### config.mk
export PLATFORM = sky130hd
export DESIGN_NAME = pc_fetch_flat
export DESIGN_NICKNAME = d
export VERILOG_FILES = /design/src/rtl/pc_fetch_if.sv /design/src/rtl/pc_fetch.sv /design/src/flat_wrapper.sv
export SDC_FILE = /design/constraint.sdc
export NUM_CORES = 1
export LEC_CHECK = 0
export CAP_MARGIN = 20
export CORE_ASPECT_RATIO = 1.4
export CORE_MARGIN = 4
export CORE_UTILIZATION = 50
export CTS_CLUSTER_DIAMETER = 100
export DETAILED_ROUTE_END_ITERATION = 10
export PLACE_DENSITY = 0.87
export SLEW_MARGIN = 20
export SYNTH_ARGS = -nofsm -noshare
export SYNTH_HDL_FRONTEND = slang
export SYNTH_SLANG_ARGS = --single-unit
### constraint.sdc
create_clock -name clk -period 13.27 [get_ports clk]
set_input_delay 1.9905 -clock clk [delete_from_list [all_inputs] [get_ports clk]]
set_output_delay 1.9905 -clock clk [all_outputs]
set_load 0.02 [all_outputs]
### src/rtl/pc_fetch_if.sv
// pc_fetch_if: handshake bundle around the fetch unit.
//   Fetch bus  : inst_req_valid/inst_req_addr/inst_req_ready (request),
//                inst_rsp_valid/inst_rsp_data/inst_rsp_ready (response).
//   IF/ID side : if_pc/if_inst/if_inst_valid towards decode, if_inst_ready back.
// master = the fetch unit, slave = memory plus the IF/ID register.
interface pc_fetch_if;
  logic        inst_req_valid;
  logic [63:0] inst_req_addr;
  logic        inst_req_ready;
  logic        inst_rsp_valid;
  logic [31:0] inst_rsp_data;
  logic        inst_rsp_ready;
  logic [63:0] if_pc;
  logic [31:0] if_inst;
  logic        if_inst_valid;
  logic        if_inst_ready;

  modport master (
    output inst_req_valid, inst_req_addr, inst_rsp_ready,
    output if_pc, if_inst, if_inst_valid,
    input  inst_req_ready, inst_rsp_valid, inst_rsp_data, if_inst_ready
  );

  modport slave (
    input  inst_req_valid, inst_req_addr, inst_rsp_ready,
    input  if_pc, if_inst, if_inst_valid,
    output inst_req_ready, inst_rsp_valid, inst_rsp_data, if_inst_ready
  );
endinterface

### src/rtl/pc_fetch.sv
// pc_fetch: instruction-fetch front end. Owns the PC, issues one fetch at a
// time, buffers the returned instruction for IF/ID, and handles stalls and
// branch/jump redirects (including killing a fetch already in flight).
// Ports:
//   clk          rising-edge clock
//   rst          asynchronous active-high reset
//   i_stall_ctrl global stall vector; bit 0 freezes PC advance
//   i_jump_valid redirect pulse
//   i_jump_pc    redirect target (bits [1:0] forced to 0)
//   bus          pc_fetch_if.master: fetch bus and IF/ID handshake
module pc_fetch #(
  parameter logic [63:0] START_PC = 64'h0000_0000_8000_0000,
  parameter int unsigned PC_STEP  = 4
) (
  input  logic         clk,
  input  logic         rst,
  input  logic [4:0]   i_stall_ctrl,
  input  logic         i_jump_valid,
  input  logic [63:0]  i_jump_pc,
  pc_fetch_if.master   bus
);

  typedef enum logic [1:0] {StIdle, StReq, StWait, StHold} state_e;

  state_e      r_state;
  logic [63:0] r_pc;
  logic        r_kill;
  logic [63:0] r_if_pc;
  logic [31:0] r_if_inst;
  logic        r_if_inst_valid;

  logic [63:0] w_jump_target;
  logic [63:0] w_pc_next;
  logic        w_unused;

  assign w_jump_target = {i_jump_pc[63:2], 2'b00};
  assign w_pc_next     = r_pc + 64'(PC_STEP);  // wraps modulo 2^64
  assign w_unused      = ^{i_stall_ctrl[4:1], i_jump_pc[1:0]};

  // Bus strobes are decoded from state only: no input-to-output paths.
  assign bus.inst_req_valid = (r_state == StReq);
  assign bus.inst_req_addr  = r_pc;
  assign bus.inst_rsp_ready = (r_state == StWait);
  assign bus.if_pc          = r_if_pc;
  assign bus.if_inst        = r_if_inst;
  assign bus.if_inst_valid  = r_if_inst_valid;

  always_ff @(posedge clk or posedge rst) begin
    if (rst) begin
      r_state         <= StIdle;
      r_pc            <= START_PC;
      r_kill          <= 1'b0;
      r_if_pc         <= 64'h0;
      r_if_inst       <= 32'h0;
      r_if_inst_valid <= 1'b0;
    end else begin
      unique case (r_state)
        StIdle: r_state <= StReq;

        StReq: begin
          if (i_jump_valid) begin
            r_pc <= w_jump_target;
            // Request for the old PC already accepted: its response is stale.
            if (bus.inst_req_ready) begin
              r_state <= StWait;
              r_kill  <= 1'b1;
            end
          end else if (bus.inst_req_ready) begin
            r_state <= StWait;
          end
        end

        StWait: begin
          if (i_jump_valid) begin
            r_pc <= w_jump_target;
          end
          if (bus.inst_rsp_valid) begin
            if (r_kill || i_jump_valid) begin
              r_kill  <= 1'b0;
              r_state <= StReq;
            end else begin
              r_if_pc         <= r_pc;
              r_if_inst       <= bus.inst_rsp_data;
              r_if_inst_valid <= 1'b1;
              r_state         <= StHold;
            end
          end else if (i_jump_valid) begin
            r_kill <= 1'b1;
          end
        end

        StHold: begin
          // Redirect wins over a simultaneous consume.
          if (i_jump_valid) begin
            r_pc            <= w_jump_target;
            r_if_inst_valid <= 1'b0;
            r_state         <= StReq;
          end else if (bus.if_inst_ready && !i_stall_ctrl[0]) begin
            r_pc            <= w_pc_next;
            r_if_inst_valid <= 1'b0;
            r_state         <= StReq;
          end
        end

        default: r_state <= StIdle;
      endcase
    end
  end

endmodule

### src/flat_wrapper.sv
// flat-port wrapper written by rule: the top's interface ports become plain ports
module pc_fetch_flat 
#(
  parameter logic [63:0] START_PC = 64'h0000_0000_8000_0000,
  parameter int unsigned PC_STEP  = 4
)
  (clk, rst, i_stall_ctrl, i_jump_valid, i_jump_pc, bus_inst_req_valid, bus_inst_req_addr, bus_inst_rsp_ready, bus_if_pc, bus_if_inst, bus_if_inst_valid, bus_inst_req_ready, bus_inst_rsp_valid, bus_inst_rsp_data, bus_if_inst_ready);
  pc_fetch_if bus_i ();
  input  logic clk;
  input  logic rst;
  input  logic [4:0] i_stall_ctrl;
  input  logic i_jump_valid;
  input  logic [63:0] i_jump_pc;
  output wire logic [$bits(bus_i.inst_req_valid)-1:0] bus_inst_req_valid;
  output wire logic [$bits(bus_i.inst_req_addr)-1:0] bus_inst_req_addr;
  output wire logic [$bits(bus_i.inst_rsp_ready)-1:0] bus_inst_rsp_ready;
  output wire logic [$bits(bus_i.if_pc)-1:0] bus_if_pc;
  output wire logic [$bits(bus_i.if_inst)-1:0] bus_if_inst;
  output wire logic [$bits(bus_i.if_inst_valid)-1:0] bus_if_inst_valid;
  input wire logic [$bits(bus_i.inst_req_ready)-1:0] bus_inst_req_ready;
  input wire logic [$bits(bus_i.inst_rsp_valid)-1:0] bus_inst_rsp_valid;
  input wire logic [$bits(bus_i.inst_rsp_data)-1:0] bus_inst_rsp_data;
  input wire logic [$bits(bus_i.if_inst_ready)-1:0] bus_if_inst_ready;
  assign bus_inst_req_valid = bus_i.inst_req_valid;
  assign bus_inst_req_addr = bus_i.inst_req_addr;
  assign bus_inst_rsp_ready = bus_i.inst_rsp_ready;
  assign bus_if_pc = bus_i.if_pc;
  assign bus_if_inst = bus_i.if_inst;
  assign bus_if_inst_valid = bus_i.if_inst_valid;
  assign bus_i.inst_req_ready = bus_inst_req_ready;
  assign bus_i.inst_rsp_valid = bus_inst_rsp_valid;
  assign bus_i.inst_rsp_data = bus_inst_rsp_data;
  assign bus_i.if_inst_ready = bus_if_inst_ready;
  pc_fetch #(.START_PC(START_PC), .PC_STEP(PC_STEP)) u_core (.clk(clk), .rst(rst), .i_stall_ctrl(i_stall_ctrl), .i_jump_valid(i_jump_valid), .i_jump_pc(i_jump_pc), .bus(bus_i));
endmodule
Word level (Yosys, flattened, before mapping):

Index checks and enable logic that the tools add are counted.

* $add $sub $neg: 1
* equality and inequality tests: 11
* muxes and demuxes: 21
* bitwise logic cells: 1
* reduce and logical (&&, ||, !) cells: 13

Operators by type and width (number)
* 64-bit 2-to-1 mux: 3
* 64-bit case mux with 2 select lines: 1
* 64-bit by 3-bit adder with 64-bit output, second input constant: 1
* 2-bit 2-to-1 mux: 5
* 1-bit 2-to-1 mux: 9
* 3-bit by 2-bit inequality test with 1-bit output, second input constant: 3
* 3-bit AND reduction: 3
* 2-bit case mux with 4 select lines: 1
* 2-bit by 1-bit inequality test with 1-bit output, second input constant: 3
* 2-bit nonzero test: 3
* 5-bit AND reduction: 1
* 2-bit == test, second input constant: 2
* 2-bit inequality test, second input constant: 2
* 1-bit case mux with 2 select lines: 2
* 4-bit AND reduction: 1
* 2-bit by 1-bit == test with 1-bit output, second input constant: 1
* 2-bit zero test: 1
* 2-bit OR reduction: 1
* 1-bit logical AND: 1
* 1-bit zero test: 1
* 1-bit logical OR: 1
* 1-bit NOT: 1

* register bits: 164
* output and inout port bits: 163

Longest topological paths before layout:

Gate-level depths: netlist of the first run.

* word-level depth: 5
* gate-level depth with buffers: 9
* gate-level depth less buffers: 7

Worst setup path after synthesis of the first run:

Ideal clock, no wire load.

* kind: input port to flip-flop
* from: input port i_jump_valid
* to: register u_core.r_if_inst[0] (netlist: u_core.bus.if_inst[0])
* setup time: 0.125 ns
* arrival: 3.613 ns
* setup slack: 9.532 ns
* cell stages on the path: 5
* buffers on the path: 2
* cell sequence: or3_1 > nor2_1 > clkbuf_1 > clkbuf_1 > mux2_2

* longest elaborated chain between the ends: 3

Ends and longest elaborated chain
* from (decl): line flat_wrapper.sv:12 `input logic i_jump_valid;`
* 1-bit logical OR: line pc_fetch.sv:78 `if (r_kill || i_jump_valid) begin`
* 1-bit NOT (no source line)
* 3-bit AND reduction (no source line)
* to (signal assigned): line pc_fetch.sv:83 `r_if_inst <= bus.inst_rsp_data;`
* to (decl): line pc_fetch.sv:29 `logic [31:0] r_if_inst;`

No other way between the ends.
A chain may end at the register's enable or synchronous reset.

Worst setup path in the final report of the first run:

* from: input port i_jump_valid
* to: register u_core.r_pc[56] (netlist: u_core.bus.inst_req_addr[56])

* longest elaborated chain between the ends: 2

Ends and longest elaborated chain
* 3-bit by 2-bit inequality test with 1-bit output (no source line), or another cell as far along
* 3-bit AND reduction (no source line) / 64-bit case mux with 2 select lines (equally long branches)
* to (signal assigned): line pc_fetch.sv:62 `r_pc <= w_jump_target;`
* to (signal assigned): line pc_fetch.sv:75 `r_pc <= w_jump_target;`
* to (signal assigned): line pc_fetch.sv:95 `r_pc <= w_jump_target;`
* to (decl): line pc_fetch.sv:26 `logic [63:0] r_pc;`

Parallel ways exist; a longest one is shown, timed or not.

==> reports/metrics.cfg, run 1 <==
[cells_and_area]
drive_gt1_share_pct = 14.5
nNetsFinal = 1133
final_area_mm2 = 0.0114
fillers = 1150
fin_util_pct = 72.4
area_delta_synth_final_pct = 41.4
finalNonFillerCells = 1232

[drt]
vias = 7558
routed_wl_um = 25100
first_pass_iters = 6
drt-initial-drc-count = 724
ant_nets = 0
route.detailed.drc = 0
post_drt_wl_per_cell_um = 20.4
vias_per_cell = 6.13

[logic_synthesis]
postSynthAreaPerCell_um2 = 10.2
netlist_instances = 783
yosysSeqAreaShare_pct = 49.9
async_flop_share_pct = 100
yosysWarnings = 0
synthFlopType = dfrtp_1
syn_area_mm2 = 0.00803
synth-seq-cells = 160
synth_edf_count = 0
ys_types = 60

[sta]
fin_skew_ns = 0.00927
final-setup-viol-count = 0
fmax_ghz = 0.224
worstMarginPinSlew_ns = 0.991
timing.final.crit_period_ns = 4.45
finalMaxSlewViolations = 0
hold_violations = 0
finalWorstSetupSlack_ns = 8.82
whs_ns = 0.506
rsz0062_at_grt = false
finalCritPeriodShare_pct = 33.6
relSlewSlack_pct = 34.0
fin_setup_tns_ns = 0

[critical_path]
cp.required_ns = 13.62
critPathLaunchType = input pin
worstSetupPathType = in2reg
worstPathArrival_ns = 4.81
endpoint_kind = flip-flop
path_max_fanout = 33

[global_route]
grt_max_degree = 90
grt_pass1_wl_um = 39800
grt_overflow = 0
grt_pass1_vias = 7595
antenna_found_initial = 1
grt_use_total_pct = 27.7

[clock_network]
htree_levels = 4
cts_buffer_depth = 2
cts_num_sinks = 160
cts_root_buf = clkbuf_16
cts_tree = yes
clk_latency_ns = 0.42
postCtsSetupBuffers = 0
path_clk_slew_ns = 0.06
cts_hold_buf = 0
post_cts_resized = 0
numCtsBuffers = 17

[place]
hpwl_um = 17700
place_congestion = 0.894
portBuffers = 259
dp.cells = 1199
pre_cts_ws_ns = 8.45
place_area_mm2 = 0.0108

[flow_run]
max-cap-violations = 0

[power_and_ir_drop]
p_leak_nw = 4.65
ir_worst_vdd_v = 0.000147
p_per_area_mw_per_mm2 = 229
totalPowerFinal_mw = 2.60

[status]
status = complete, no violations

[hold_path]
hp-class = reg2reg

[die]
initial_utilization_pct = 51.2
ios = 270
die_w_um = 115
fp.dieArea_mm2 = 0.0182
die_h_um = 158
core_mm2 = 0.0157
rows = 54

==> report_power, final <==
group	total [mW]	switching, mW	internal (mW)
combinational	1.19	0.624	0.569
sequential	0.926	0.248	0.678
clock	0.485	0.219	0.266
total	2.60	1.09	1.51
==> cell usage after synthesis (all sizes together) (8+ instances only) <==
cell type,number,area share [%]
inv,11,0.51
and3,20,1.6
o21ai,27,1.7
nor3,20,1.2
a21oi,48,3.0
buf,11,0.73
o22a,9,0.98
nand2,74,3.5
dfrtp,159,50
o22ai,23,1.8
nand4,29,2.5
or3,8,0.62
nand3,42,2.6
nor2,51,2.4
or4,9,0.89
clkbuf,40,1.9
mux2,94,13
a2bb2oi,11,1.2
nor4,18,1.7
==> cell type report <==
class / instances / area [um2] / share of cell area [%]
Antenna cell: 1 / 2.50 / 0.0220
Clock buffer: 18 / 429 / 3.78
Clock inverter: 14 / 145 / 1.28
Inverter: 11 / 46.3 / 0.408
Multi-Input combinational cell: 564 / 3820 / 33.6
Sequential cell: 160 / 4010 / 35.3
Tap cell: 196 / 245 / 2.16
Timing Repair Buffer: 268 / 2660 / 23.4
==> worst max-delay path, stage by stage <==
cell and delay (ns):
clkdlybuf4s50_1 0.52, nand2b_2 0.57, buf_4 0.39, nor2_1 0.45
nand3_1 0.11, or4b_2 0.64, nand3_1 0.10
==> metal layers <==
| layer | up-vias | share of wire [%] | global-route usage (%) |
|---|---|---|---|
| li1 | 3430 | - | - |
| met1 | 3699 | 37 | 33.0 |
| met2 | 370 | 51 | 47.0 |
| met3 | 59 | 8.8 | 8.07 |
| met4 | 0 | 2.9 | 11.2 |
| met5 | - | 0 | 0 |
==> path summary, 6_finish.rpt <==
check | from | to | slack, ns | cells after the start
hold reg to reg | u_core.bus.if_pc[56]$_DFFE_PP0P_ | u_core.bus.if_pc[56]$_DFFE_PP0P_ | 0.51 | 1
hold / removal | u_core.bus.if_pc[56]$_DFFE_PP0P_ | u_core.bus.if_pc[56]$_DFFE_PP0P_ | 0.51 | 1
setup / recovery | i_jump_valid | u_core.bus.inst_req_addr[56]$_DFFE_PP0P_ | 8.82 | 7
setup reg to reg | u_core.r_state[0]$_DFFE_PP0P_ | u_core.bus.inst_req_addr[60]$_DFFE_PP0P_ | 10.35 | 8
max in group asynchronous | rst | u_core.bus.if_pc[18]$_DFFE_PP0P_ | 9.65 | 3
min in group asynchronous | rst | u_core.bus.if_inst[18]$_DFFE_PP0P_ | 2.09 | 2
==> layout by cell type, fill, tap and decap left out, types with 4 or more instances in the layout <==
| master | netlist | routed |
|---|---|---|
| a21oi_1 | 48 | 47 |
| a211oi_1 | 5 | 5 |
| nor4_1 | 15 | 14 |
| o211ai_1 | 7 | 7 |
| inv_1 | 11 | 10 |
| conb_1 | 1 | 4 |
| ha_1 | 4 | 4 |
| inv_6 | 0 | 7 |
| nand3_1 | 42 | 42 |
| nand2_1 | 74 | 74 |
| o22a_1 | 9 | 9 |
| buf_4 | 4 | 9 |
| nor3_1 | 20 | 20 |
| mux2_2 | 94 | 94 |
| clkbuf_16 | 0 | 17 |
| o21ai_0 | 27 | 27 |
| o22ai_1 | 23 | 23 |
| or4_1 | 8 | 8 |
| or3_1 | 8 | 8 |
| dfrtp_1 | 159 | 159 |
| nor2_1 | 51 | 50 |
| o31a_1 | 5 | 5 |
| a31oi_1 | 4 | 4 |
| and3_1 | 20 | 20 |
| and4_1 | 6 | 6 |
| a311oi_1 | 5 | 5 |
| nand4_1 | 27 | 27 |
| a2bb2oi_1 | 11 | 11 |
| clkdlybuf4s50_1 | 0 | 259 |
==> sequential cells by signal, indices dropped and copies added (netlist names) <==
register,flops
u_core.bus.if_inst,32
u_core.bus.if_inst_valid,1
u_core.r_kill,1
u_core.r_state,2
u_core.bus.inst_req_addr,62
u_core.bus.if_pc,62
==> kinds of logic (layout without fill, tap and decap cells) <==
family                   Yosys count  after routing  synth area share, %
AND/OR/NAND/NOR                  292            292                 19.0
flip-flops                       160            160                 49.9
buffers and inverters             62            311                 3.12
multiplexers                      95             95                 13.3
AO/OA/AOI/OAI                    169            169                 14.0
other                              1              5               0.0467
adder cells (fa/ha/maj)            4              4                0.624
No activity file was read; power rests on OpenSTA's default activity.
==> inputs of run 2 (changes only) <==
--- a/config.mk
+++ b/config.mk
@@ -8,10 +8,10 @@
 export CAP_MARGIN = 20
 export CORE_ASPECT_RATIO = 1.4
 export CORE_MARGIN = 4
-export CORE_UTILIZATION = 50
+export CORE_UTILIZATION = 42
 export CTS_CLUSTER_DIAMETER = 100
 export DETAILED_ROUTE_END_ITERATION = 10
-export PLACE_DENSITY = 0.87
+export PLACE_DENSITY = 0.78
 export SLEW_MARGIN = 20
 export SYNTH_ARGS = -nofsm -noshare
 export SYNTH_HDL_FRONTEND = slang
==> constraint.sdc (replaced) <==
create_clock -name clk -period 3.8 [get_ports clk]
set_input_delay 0.57 -clock clk [delete_from_list [all_inputs] [get_ports clk]]
set_output_delay 0.57 -clock clk [all_outputs]
set_load 0.02 [all_outputs]
==> reports/metrics.cfg, run 2 (synthesis gave the netlist of run 1 again) <==
[critical_path]
reg2reg_slack_ns = 0.91
reg2reg_depth = 5
cp-startpoint = u_core.bus.inst_req_addr[9]$_DFFE_PP0P_
r2r_start = u_core.bus.inst_req_addr[9]$_DFFE_PP0P_
crit_path_end = u_core.bus.inst_req_addr[45]$_DFFE_PP0P_
cp.required_ns = 4.17
reg2reg_to = u_core.bus.inst_req_addr[45]$_DFFE_PP0P_
worstSetupPathType = reg2reg
path_max_fanout = 12
endpoint_kind = flip-flop
worstPathArrival_ns = 3.26
critPathLaunchType = flip-flop

[place]
dp.cells = 1252
place_congestion = 0.837
portBuffers = 259
hpwl_um = 18600

[clock_network]
postCtsSetupBuffers = 0
cts_root_buf = clkbuf_16
cts_num_sinks = 160
cts_tree = yes
path_clk_slew_ns = 0.07
post_cts_resized = 0
cts_buffer_depth = 2
numCtsBuffers = 17
htree_levels = 4
clk_latency_ns = 0.43
cts_hold_buf = 0

[power_and_ir_drop]
p_leak_nw = 4.68
p_per_area_mw_per_mm2 = 796
ir_worst_vdd_v = 0.000474
totalPowerFinal_mw = 9.15

[drt]
route.detailed.drc = 0
vias = 7494
routed_wl_um = 26100
drt-initial-drc-count = 550
vias_per_cell = 5.83
first_pass_iters = 5
ant_nets = 0
post_drt_wl_per_cell_um = 20.3

[die]
rows = 59
ios = 270
die_h_um = 172
fp.dieArea_mm2 = 0.0214
core_mm2 = 0.0187
initial_utilization_pct = 43.0
die_w_um = 125

[cells_and_area]
finalNonFillerCells = 1285
most-common-layout-cells = clkdlybuf4s50_1 (259), dfrtp_1 (159), mux2_2 (94)
fillers = 1574
drive_gt1_share_pct = 15.0
final_common_cell = clkdlybuf4s50_1
nNetsFinal = 1138
area_delta_synth_final_pct = 43.1

[sta]
fin_skew_ns = 0.00904
fin_setup_tns_ns = 0
final-setup-viol-count = 0
rsz0062_at_grt = false
relSlewSlack_pct = 37.0
finalMaxSlewViolations = 0
finalCritPeriodShare_pct = 76.1
timing.final.crit_period_ns = 2.89
hold_violations = 0
worstMarginPinSlew_ns = 0.937
fmax_ghz = 0.346

[global_route]
grt_use_total_pct = 23.6
antenna_found_initial = 1
grt_pass1_wl_um = 40300
grt_max_degree = 161
grt_pass1_vias = 7517
grt_overflow = 0

[flow_run]
max-cap-violations = 0

[status]
status = complete, no violations

[hold_path]
hp-class = reg2reg

-- run 2: worst min-delay path by stage --
stage | to | startpoint | depth (start not counted) | slack, ns
after floorplan | u_core.r_kill$_DFFE_PP0P_ | u_core.r_kill$_DFFE_PP0P_ | 2 | 0.51
after global placement | u_core.bus.if_inst[26]$_DFFE_PP0P_ | u_core.bus.if_inst[26]$_DFFE_PP0P_ | 1 | 0.49
after detailed placement | u_core.bus.if_inst[26]$_DFFE_PP0P_ | u_core.bus.if_inst[26]$_DFFE_PP0P_ | 1 | 0.49
after CTS | u_core.bus.if_pc[3]$_DFFE_PP0P_ | u_core.bus.if_pc[3]$_DFFE_PP0P_ | 1 | 0.51
after global routing | u_core.bus.if_inst[26]$_DFFE_PP0P_ | u_core.bus.if_inst[26]$_DFFE_PP0P_ | 1 | 0.52
final | u_core.bus.if_inst[25]$_DFFE_PP0P_ | u_core.bus.if_inst[25]$_DFFE_PP0P_ | 1 | 0.51
-- run 2: per-layer routing --
| metal | global-route usage (%) | share of wire [%] | vias to the layer above |
|---|---|---|---|
| li1 | - | - | 3426 |
| met4 | 7.88 | 2.3 | 0 |
| met5 | 0 | 0 | - |
| met1 | 26.6 | 37 | 3647 |
| met3 | 8.26 | 9.4 | 43 |
| met2 | 41.9 | 52 | 378 |
-- run 2: worst max-delay path, cell delays in order, from the launching register on --
cell and delay, ns:
dfrtp_1 0.55, nand4_1 0.21, nor4_1 0.84, nand3_1 0.53, or4_1 0.61, nand3_1 0.09
-- run 2: report_power, final --
group / internal, mW / leakage, nW / switching (mW)
Sequential: 2.37 / 2.02 / 0.869
Combinational: 2.02 / 2.38 / 2.21
Clock: 0.888 / 0.278 / 0.792
-- run 2: final cells by class --
cell class / count / area (um2) / share of cell area, %
Sequential cell: 160 / 4010 / 34.9
Clock buffer: 18 / 439 / 3.82
Tap cell: 244 / 305 / 2.66
Multi-Input combinational cell: 564 / 3820 / 33.2
Inverter: 11 / 45.0 / 0.392
Antenna cell: 1 / 2.50 / 0.0218
Clock inverter: 14 / 135 / 1.18
Timing Repair Buffer: 273 / 2740 / 23.8
-- run 2: through the flow --
stage	utilization [%]	cell area, um2	setup slack [ns]	hold slack (ns)
6_report	61.5	11500	0.909	0.507
5_1_grt	61.5	11500	0.866	0.516
4_1_cts	61.5	11500	1.01	0.510
3_5_place_dp	58.4	10900	0.955	0.494
3_3_place_gp	58.4	10900	0.973	0.488
2_1_floorplan	-	8040	1.20	0.510
